<file path="config.mk">
export PLATFORM = sky130hd
export DESIGN_NAME = dualport_ram_pipe_flat
export DESIGN_NICKNAME = d
export VERILOG_FILES = /design/src/rtl/dp_ram_pkg.sv /design/src/rtl/dualport_ram_pipe_if.sv /design/src/rtl/dp_ram_core.sv /design/src/rtl/dualport_ram_pipe.sv /design/src/flat_wrapper.sv
export SDC_FILE = /design/constraint.sdc
export NUM_CORES = 1
export LEC_CHECK = 0
export CORE_MARGIN = 2
export CORE_UTILIZATION = 55
export CTS_BUF_LIST = sky130_fd_sc_hd__clkbuf_8
export DETAILED_ROUTE_END_ITERATION = 8
export PLACE_DENSITY = 0.81
export SLEW_MARGIN = 20
export SYNTH_ARGS = -nofsm -noshare
export SYNTH_HDL_FRONTEND = slang
export SYNTH_SLANG_ARGS = --single-unit
export TNS_END_PERCENT = 5
</file>
<file path="constraint.sdc">
create_clock -name clk -period 2.7 [get_ports clk]
set_input_delay 0.405 -clock clk [delete_from_list [all_inputs] [get_ports clk]]
set_output_delay 0.405 -clock clk [all_outputs]
set_load 0.01 [all_outputs]
</file>
<file path="src/rtl/dp_ram_pkg.sv">
// Shared types and default geometry for the pipelined dual-port RAM.
package dp_ram_pkg;

  localparam int DP_DATA_W = 8;
  localparam int DP_ADDR_W = 4;
  localparam int DP_RD_LAT = 1;

  typedef enum logic {
    CLEAR = 1'b0,
    READY = 1'b1
  } dp_state_t;

endpackage

</file>
<file path="src/rtl/dualport_ram_pipe_if.sv">
// Request/response bundle of the pipelined dual-port RAM; state is exported for observation.
interface dualport_ram_pipe_if
  import dp_ram_pkg::*;
#(
  parameter int DATA_W = DP_DATA_W,
  parameter int ADDR_W = DP_ADDR_W
);

  logic [DATA_W-1:0] data_in;
  logic [ADDR_W-1:0] wr_addr;
  logic              write;
  logic [ADDR_W-1:0] rd_addr;
  logic              read;
  logic              clr;
  logic [DATA_W-1:0] data_out;
  logic              rd_valid;
  logic              busy;
  logic              collision;
  dp_state_t         state;

  // No backpressure: a request is taken on any rising edge where busy is low,
  // and every taken read produces exactly one rd_valid cycle RD_LAT clocks later.
  modport master (
    output data_in, wr_addr, write, rd_addr, read, clr,
    input  data_out, rd_valid, busy, collision, state
  );

  modport slave (
    input  data_in, wr_addr, write, rd_addr, read, clr,
    output data_out, rd_valid, busy, collision, state
  );

endinterface

</file>
<file path="src/rtl/dp_ram_core.sv">
// Storage array with write-first bypass and a 1- or 2-stage registered read path.
module dp_ram_core
  import dp_ram_pkg::*;
#(
  parameter int DATA_W = DP_DATA_W,
  parameter int ADDR_W = DP_ADDR_W,
  parameter int RD_LAT = DP_RD_LAT
) (
  input  logic              clk,
  input  logic              rst,
  input  logic              we,
  input  logic [ADDR_W-1:0] waddr,
  input  logic [DATA_W-1:0] wdata,
  input  logic              re,
  input  logic [ADDR_W-1:0] raddr,
  output logic [DATA_W-1:0] rdata,
  output logic              rvalid,
  output logic              coll
);

  logic [DATA_W-1:0] mem [2**ADDR_W];
  logic              hit;
  logic [DATA_W-1:0] rd_word;
  logic [DATA_W-1:0] s1_data;
  logic              s1_valid;
  logic              s1_coll;

  always_ff @(posedge clk) begin
    if (we) mem[waddr] <= wdata;
  end

  assign hit     = we && re && (waddr == raddr);
  assign rd_word = hit ? wdata : mem[raddr];

  // Read data is captured at the accepting edge, so later clears cannot disturb it.
  always_ff @(posedge clk or posedge rst) begin
    if (rst) begin
      s1_data  <= '0;
      s1_valid <= 1'b0;
      s1_coll  <= 1'b0;
    end else begin
      s1_valid <= re;
      s1_coll  <= hit;
      if (re) s1_data <= rd_word;
    end
  end

  generate
    if (RD_LAT == 2) begin : g_lat2
      logic [DATA_W-1:0] s2_data;
      logic              s2_valid;
      logic              s2_coll;

      always_ff @(posedge clk or posedge rst) begin
        if (rst) begin
          s2_data  <= '0;
          s2_valid <= 1'b0;
          s2_coll  <= 1'b0;
        end else begin
          s2_valid <= s1_valid;
          s2_coll  <= s1_coll;
          if (s1_valid) s2_data <= s1_data;
        end
      end

      assign rdata  = s2_data;
      assign rvalid = s2_valid;
      assign coll   = s2_coll;
    end else begin : g_lat1
      assign rdata  = s1_data;
      assign rvalid = s1_valid;
      assign coll   = s1_coll;
    end
  endgenerate

endmodule

</file>
<file path="src/rtl/dualport_ram_pipe.sv">
// Dual-port RAM top: CLEAR/READY controller, clear counter and request gating.
module dualport_ram_pipe
  import dp_ram_pkg::*;
#(
  parameter int DATA_W = DP_DATA_W,
  parameter int ADDR_W = DP_ADDR_W,
  parameter int RD_LAT = DP_RD_LAT
) (
  input logic                clk,
  input logic                rst,
  dualport_ram_pipe_if.slave bus
);

  localparam logic [ADDR_W:0] CNT_END = (ADDR_W + 1)'(2 ** ADDR_W);

  dp_state_t         state;
  dp_state_t         state_nxt;
  logic [ADDR_W:0]   clr_cnt;
  logic              clr_done;
  logic              busy;
  logic              we;
  logic [ADDR_W-1:0] waddr;
  logic [DATA_W-1:0] wdata;
  logic              re;

  // The extra counter bit lets the last address be detected without wrapping to 0.
  assign clr_done = (clr_cnt + 1'b1) == CNT_END;

  always_ff @(posedge clk or posedge rst) begin
    if (rst) begin
      state   <= CLEAR;
      clr_cnt <= '0;
    end else begin
      state   <= state_nxt;
      clr_cnt <= (state == CLEAR) ? clr_cnt + 1'b1 : '0;
    end
  end

  always_comb begin
    state_nxt = state;
    case (state)
      CLEAR:   if (clr_done) state_nxt = READY;
      READY:   if (bus.clr)  state_nxt = CLEAR;
      default: state_nxt = CLEAR;
    endcase
  end

  // While clearing, the write port is owned by the counter and user requests are dropped.
  always_comb begin
    busy  = (state == CLEAR);
    we    = busy | bus.write;
    waddr = busy ? clr_cnt[ADDR_W-1:0] : bus.wr_addr;
    wdata = busy ? '0 : bus.data_in;
    re    = bus.read & ~busy;
  end

  assign bus.busy  = busy;
  assign bus.state = state;

  dp_ram_core #(
    .DATA_W (DATA_W),
    .ADDR_W (ADDR_W),
    .RD_LAT (RD_LAT)
  ) u_core (
    .clk    (clk),
    .rst    (rst),
    .we     (we),
    .waddr  (waddr),
    .wdata  (wdata),
    .re     (re),
    .raddr  (bus.rd_addr),
    .rdata  (bus.data_out),
    .rvalid (bus.rd_valid),
    .coll   (bus.collision)
  );

endmodule

</file>
<file path="src/flat_wrapper.sv">
// flat-port wrapper written by rule: the top's interface ports become plain ports
module dualport_ram_pipe_flat import dp_ram_pkg::*;
#(
  parameter int DATA_W = DP_DATA_W,
  parameter int ADDR_W = DP_ADDR_W,
  parameter int RD_LAT = DP_RD_LAT
)
  (clk, rst, bus_data_in, bus_wr_addr, bus_write, bus_rd_addr, bus_read, bus_clr, bus_data_out, bus_rd_valid, bus_busy, bus_collision, bus_state);
  dualport_ram_pipe_if #(.DATA_W(DATA_W), .ADDR_W(ADDR_W)) bus_i ();
  input logic clk;
  input logic rst;
  input wire logic [$bits(bus_i.data_in)-1:0] bus_data_in;
  input wire logic [$bits(bus_i.wr_addr)-1:0] bus_wr_addr;
  input wire logic [$bits(bus_i.write)-1:0] bus_write;
  input wire logic [$bits(bus_i.rd_addr)-1:0] bus_rd_addr;
  input wire logic [$bits(bus_i.read)-1:0] bus_read;
  input wire logic [$bits(bus_i.clr)-1:0] bus_clr;
  output wire logic [$bits(bus_i.data_out)-1:0] bus_data_out;
  output wire logic [$bits(bus_i.rd_valid)-1:0] bus_rd_valid;
  output wire logic [$bits(bus_i.busy)-1:0] bus_busy;
  output wire logic [$bits(bus_i.collision)-1:0] bus_collision;
  output wire logic [$bits(bus_i.state)-1:0] bus_state;
  assign bus_i.data_in = bus_data_in;
  assign bus_i.wr_addr = bus_wr_addr;
  assign bus_i.write = bus_write;
  assign bus_i.rd_addr = bus_rd_addr;
  assign bus_i.read = bus_read;
  assign bus_i.clr = bus_clr;
  assign bus_data_out = bus_i.data_out;
  assign bus_rd_valid = bus_i.rd_valid;
  assign bus_busy = bus_i.busy;
  assign bus_collision = bus_i.collision;
  assign bus_state = bus_i.state;
  dualport_ram_pipe #(.DATA_W(DATA_W), .ADDR_W(ADDR_W), .RD_LAT(RD_LAT)) u_core (.clk(clk), .rst(rst), .bus(bus_i));
endmodule
</file>
==> impl_metrics.yaml, run 1 <==
timing:
  hold_violations: 0
  fmax_ghz: 0.425
  min_period_ps: 2350
  slew_headroom: 0.381
  finalCritPeriodShare: 0.871
  finalMaxSlewViolations: 0
  final.setup_skew_ps: 9.19
  max_slew.worst_pin.slew_ps: 925
  fin_setup_tns_ps: 0
  timing.final.setup_violations: 0
  rsz0062_at_grt: "false"
route:
  drt-wirelength-per-cell_um: 24.0
  antenna_left: 0
  vias_per_cell: 6.19
  num_vias: 3165
  firstDrtPassIters: 5
  drc: 0
  wirelength_mm: 12.3
  drt_first_iter_violations: 373
synth:
  dominantRegCellSynth: "edfxtp_1"
  yosysTopAreaCellShare: 0.651
  yosysSeqAreaShare: 0.719
  avgSynthCellArea_um2: 19.1
  synth_edf_count: 128
  ys_types: 34
  synth_nets: 332
  synth_area_leaders: "edfxtp_1, mux4_2, dfrtp_1"
  ys_warn_count: 0
  synth_area_um2: 5900
  postSynthCellCount: 309
  yosys.area.top_type: "edfxtp_1"
  async_flop_share: 0.111
  ys_ff_latch: 144
cts:
  cts_max_level: 4
  clock_path_buffers: 2
  cts_setup_buffers: 0
  clk_latency_ps: 430
  cts_tree: "built"
  clock-sinks: 144
  root_buffer: "clkbuf_8"
  postCtsHoldBufs: 0
  post_cts_resized: 0
  clkTransAtPathRegs_ps: 90
  numCtsBuffers: 17
power:
  switching_share: 0.300
  power_density_nw_per_um2: 947
  vdd_drop_max_mv: 0.471
  power_frac_clock: 0.267
  totalPowerFinal_mw: 6.47
  combPwrFrac: 0.224
  p_leak_nw: 2.35
  sequentialPowerShare: 0.509
  power.internal_mw: 4.53
  p_switching_mw: 1.94
critical_path:
  r2r_slack_ps: 350
  crit_path_max_fanout: 14
  critPathKind: "flop to flop"
  required_ps: 3010
  cp-end-kind: "flop"
  arrival_ps: 2670
  r2r_cells: 6
  rr_endpoint: "u_core.u_core.rdata[3]"
  start_kind: "flop"
  crit-reg2reg-launch: "u_core.bus.state"
final_layout:
  area_growth_pct: 15.8
  finalNonFillerCells: 511
  layout-drive-gt1-share: 0.192
  antennaDiodeCount: 0
  mostFrequentLayoutCells: "edfxtp_1, clkdlybuf4s50_1, nor2_1"
  fin_nets: 385
  layout_commonest_cell: "edfxtp_1"
floorplan:
  dieHeight_um: 108
  dieArea_um2: 11600
  die_w_um: 108
  ioPinCount: 33
  initial_core_util: 0.569
  rows: 37
  core_region_area_um2: 10400
placement:
  placed_cells: 479
  place_congestion: 0.865
  hpwl_mm: 7.75
  port_buffers: 32
global_route:
  grt_use_total: 0.230
  grt_pass1_wl_mm: 18.8
  grt_overflow: 0
  grt_pass1_vias: 3306
  grt_start_max_net_pins: 34
  antenna_found_initial: 0
worst_hold_path:
  hold_path_class: "input port to asynchronous set/reset pin"
run:
  cap_violations: 0
run_status:
  outcome: "finished clean"
## Yosys cell counts (3+ instances only)
cell / n
a31oi_1: 6
nor3_1: 3
buf_2: 4
nor2_1: 25
a221o_1: 8
nand3_1: 3
nor2b_1: 3
mux4_2: 19
buf_4: 3
inv_1: 4
mux4_1: 13
nand2_1: 5
clkdlybuf4s25_2: 3
nor3b_1: 3
edfxtp_1: 128
xor2_1: 8
and2_1: 9
a22oi_1: 16
mux2i_1: 3
a21boi_1: 8
dfrtp_1: 16
## sequential cells by signal, indices dropped and copies added (netlist names)
signal and cells:
u_core.u_core.rdata 8, u_core.bus.state 1, u_core.u_core.rvalid 1, u_core.u_core.coll 1
u_core.u_core.mem 128, u_core.clr_cnt 5
## layout make-up
cell class / instances / area, um^2
clock buffers: 17 / 234
clock inverters: 15 / 174
fillers: 665 / 3530
inverters: 4 / 15.0
multi-input cells: 144 / 1500
flip-flops and latches: 144 / 4240
well taps: 136 / 170
repair buffers: 51 / 495
## critical path, cell delays in order (launching register included)
cell and delay (ps):
dfrtp_1 650, buf_4 290, nand2_1 70, o22ai_1 200, a41oi_1 430, a21boi_1 290
a221o_1 300
## metrics by stage
stage | hold slack [ps] | setup slack [ps] | cell area (um^2) | util
after floorplan | 319 | 742 | 5900 | -
after global placement | 500 | 328 | 6430 | 0.620
after detailed placement | 503 | 214 | 6430 | 0.620
after CTS | 378 | 405 | 6840 | 0.659
after global routing | 423 | 263 | 6840 | 0.659
final | 380 | 347 | 6840 | 0.659
## metal layers
metal | track usage | routed length [um] | vias up
li1 | - | - | 1372
met1 | 0.303 | 4790 | 1571
met2 | 0.352 | 6010 | 190
met3 | 0.0696 | 1100 | 32
met4 | 0.114 | 370 | 0
met5 | 0 | 0 | -
## cells by family (layout without fill, tap and decap cells)
logic type | after synthesis | after routing | synth area share
AOI/OAI and AO/OA | 44 | 44 | 0.0575
DFF | 144 | 144 | 0.719
buffers and inverters | 21 | 87 | 0.0261
and+or+nand+nor | 54 | 54 | 0.0441
adders and majority gates | 2 | 2 | 0.00424
muxes | 35 | 35 | 0.135
xor gates and xnor gates | 9 | 9 | 0.0134
## how the worst max path moves through the flow
| stage | from | endpoint | slack [ps] | depth (start not counted) |
|---|---|---|---|---|
| final | u_core.bus.state | u_core.u_core.rdata[3] | 350 | 6 |
| after global routing | u_core.bus.state | u_core.u_core.mem[0][7] | 260 | 4 |
| after CTS | u_core.bus.state | u_core.u_core.rdata[3] | 400 | 6 |
| after detailed placement | bus_rd_addr[1] | u_core.u_core.rdata[3] | 210 | 6 |
| after global placement | bus_rd_addr[1] | u_core.u_core.rdata[6] | 330 | 6 |
| after floorplan | u_core.bus.state | u_core.u_core.mem[1][0] | 740 | 5 |
## power by group through the flow
stage	logic, mW	registers (mW)	clock network (mW)
after global routing	1.58	3.33	1.85
after CTS	1.46	3.29	1.75
after detailed placement	1.45	3.34	0
final	1.45	3.29	1.73
after floorplan	0.902	3.23	0
after global placement	1.39	3.30	0
(Power assumes the default switching activity.)
==> run 2: changes to the inputs <==
--- a/config.mk
+++ b/config.mk
@@ -6,10 +6,10 @@
 export NUM_CORES = 1
 export LEC_CHECK = 0
 export CORE_MARGIN = 2
-export CORE_UTILIZATION = 55
+export CORE_UTILIZATION = 38
 export CTS_BUF_LIST = sky130_fd_sc_hd__clkbuf_8
 export DETAILED_ROUTE_END_ITERATION = 8
-export PLACE_DENSITY = 0.81
+export PLACE_DENSITY = 0.62
 export SLEW_MARGIN = 20
 export SYNTH_ARGS = -nofsm -noshare
 export SYNTH_HDL_FRONTEND = slang
==> impl_metrics.yaml, run 2 (same netlist as run 1, synthesis figures left out) <==
cts:
  numCtsBuffers: 17
  post_cts_resized: 0
  clock-sinks: 144
  postCtsHoldBufs: 0
  clk_latency_ps: 440
  cts_max_level: 4
  cts_setup_buffers: 0
  cts_tree: "built"
  root_buffer: "clkbuf_8"
  clkTransAtPathRegs_ps: 80
  clock_path_buffers: 2
final_layout:
  mostFrequentLayoutCells: "edfxtp_1, clkdlybuf4s50_1, nor2_1"
  fill_cells: 1292
  area_growth_pct: 14.9
  antennaDiodeCount: 0
  layout_commonest_cell: "edfxtp_1"
  fin_nets: 375
  layout-drive-gt1-share: 0.153
  fin_util: 0.446
  top_register: "u_core.u_core.mem"
  largest_register_ffs: 128
placement:
  hpwl_mm: 8.42
  place_congestion: 0.833
  port_buffers: 32
route:
  vias_per_cell: 5.55
  firstDrtPassIters: 4
  num_vias: 3071
  drt-wirelength-per-cell_um: 22.8
  drt_first_iter_violations: 298
  wirelength_mm: 12.6
  drc: 0
  antenna_left: 0
floorplan:
  die_w_um: 129
  dieArea_um2: 16500
  initial_core_util: 0.388
  dieHeight_um: 129
  rows: 45
  ioPinCount: 33
  core_region_area_um2: 15200
power:
  vdd_drop_max_mv: 0.355
  power_density_nw_per_um2: 924
  p_leak_nw: 2.29
global_route:
  grt_start_max_net_pins: 34
  grt_pass1_wl_mm: 18.6
  antenna_found_initial: 0
  grt_pass1_vias: 3093
  grt_use_total: 0.161
  grt_overflow: 0
timing:
  fin_setup_tns_ps: 0
  finalCritPeriodShare: 0.838
  final.setup_skew_ps: 9.58
  timing.hold.ws_ps: 320
  hold_violations: 0
  min_period_ps: 2260
  rsz0062_at_grt: "false"
  timing.final.setup_violations: 0
  finalMaxSlewViolations: 0
  max_slew.worst_pin.slew_ps: 877
  slew_headroom: 0.413
  fmax_ghz: 0.442
critical_path:
  r2r_slack_ps: 440
  start_kind: "flop"
  arrival_ps: 2590
  critPathKind: "flop to flop"
  cp-end-kind: "flop"
  required_ps: 3020
  crit_path_max_fanout: 30
run_status:
  outcome: "finished clean"
worst_hold_path:
  hold_path_class: "input port to asynchronous set/reset pin"
run:
  cap_violations: 0
[run 2: cell types whose count changed in the layout (fill, tap and decap cells not counted), sizes merged]
cell,change
buf,-10
clkinv,+5
inv,-5
[run 2: layout make-up]
class	count	area, um^2	share of cell area
inverter	4	15.0	0.00221
clock inverter	15	130	0.0192
multi-input combinational	144	1500	0.222
clock buffer	17	234	0.0345
sequential	144	4240	0.626
timing repair buffer	41	420	0.0620
tap	188	235	0.0347
[run 2: metrics by stage]
stage	area, um^2	power, mW	setup slack, ps	cells
floorplan	5900	4.14	742	309
global placement	6420	4.71	162	521
detailed placement	6420	4.77	182	521
CTS	6780	6.32	416	553
global route	6780	6.55	280	553
finish	6780	6.27	437	553
[run 2: critical path, stage by stage (launching register included)]
cell	delay [ps]
dfrtp_1	350
buf_4	320
mux2i_1	330
xor2_1	210
a41oi_1	380
a21boi_1	280
a221o_1	270
[run 2: where the power goes]
part           internal [mW]  switching (mW)
Combinational          0.569           0.854
Clock                  0.796           0.775
Sequential              3.06           0.215
Total                   4.42            1.84
[run 2: final timing paths]
path	from	endpoint	cells past startpoint
setup / recovery	u_core.bus.state	u_core.u_core.rdata[2]	6
min in group clk	u_core.u_core.rdata[1]	u_core.u_core.rdata[1]	1
setup reg to reg	u_core.bus.state	u_core.u_core.rdata[2]	6
max in group asynchronous	rst	u_core.u_core.rdata[2]	2
hold / removal	rst	u_core.u_core.rvalid	2
hold reg to reg	u_core.u_core.rdata[1]	u_core.u_core.rdata[1]	1
[run 2: routing by layer]
| metal | vias to the layer above | global-route usage | routed length, um |
|---|---|---|---|
| li1 | 1351 | - | - |
| met1 | 1592 | 0.211 | 5570 |
| met2 | 111 | 0.252 | 5960 |
| met3 | 17 | 0.0462 | 813 |
| met4 | 0 | 0.0729 | 272 |
| met5 | - | 0 | 0 |
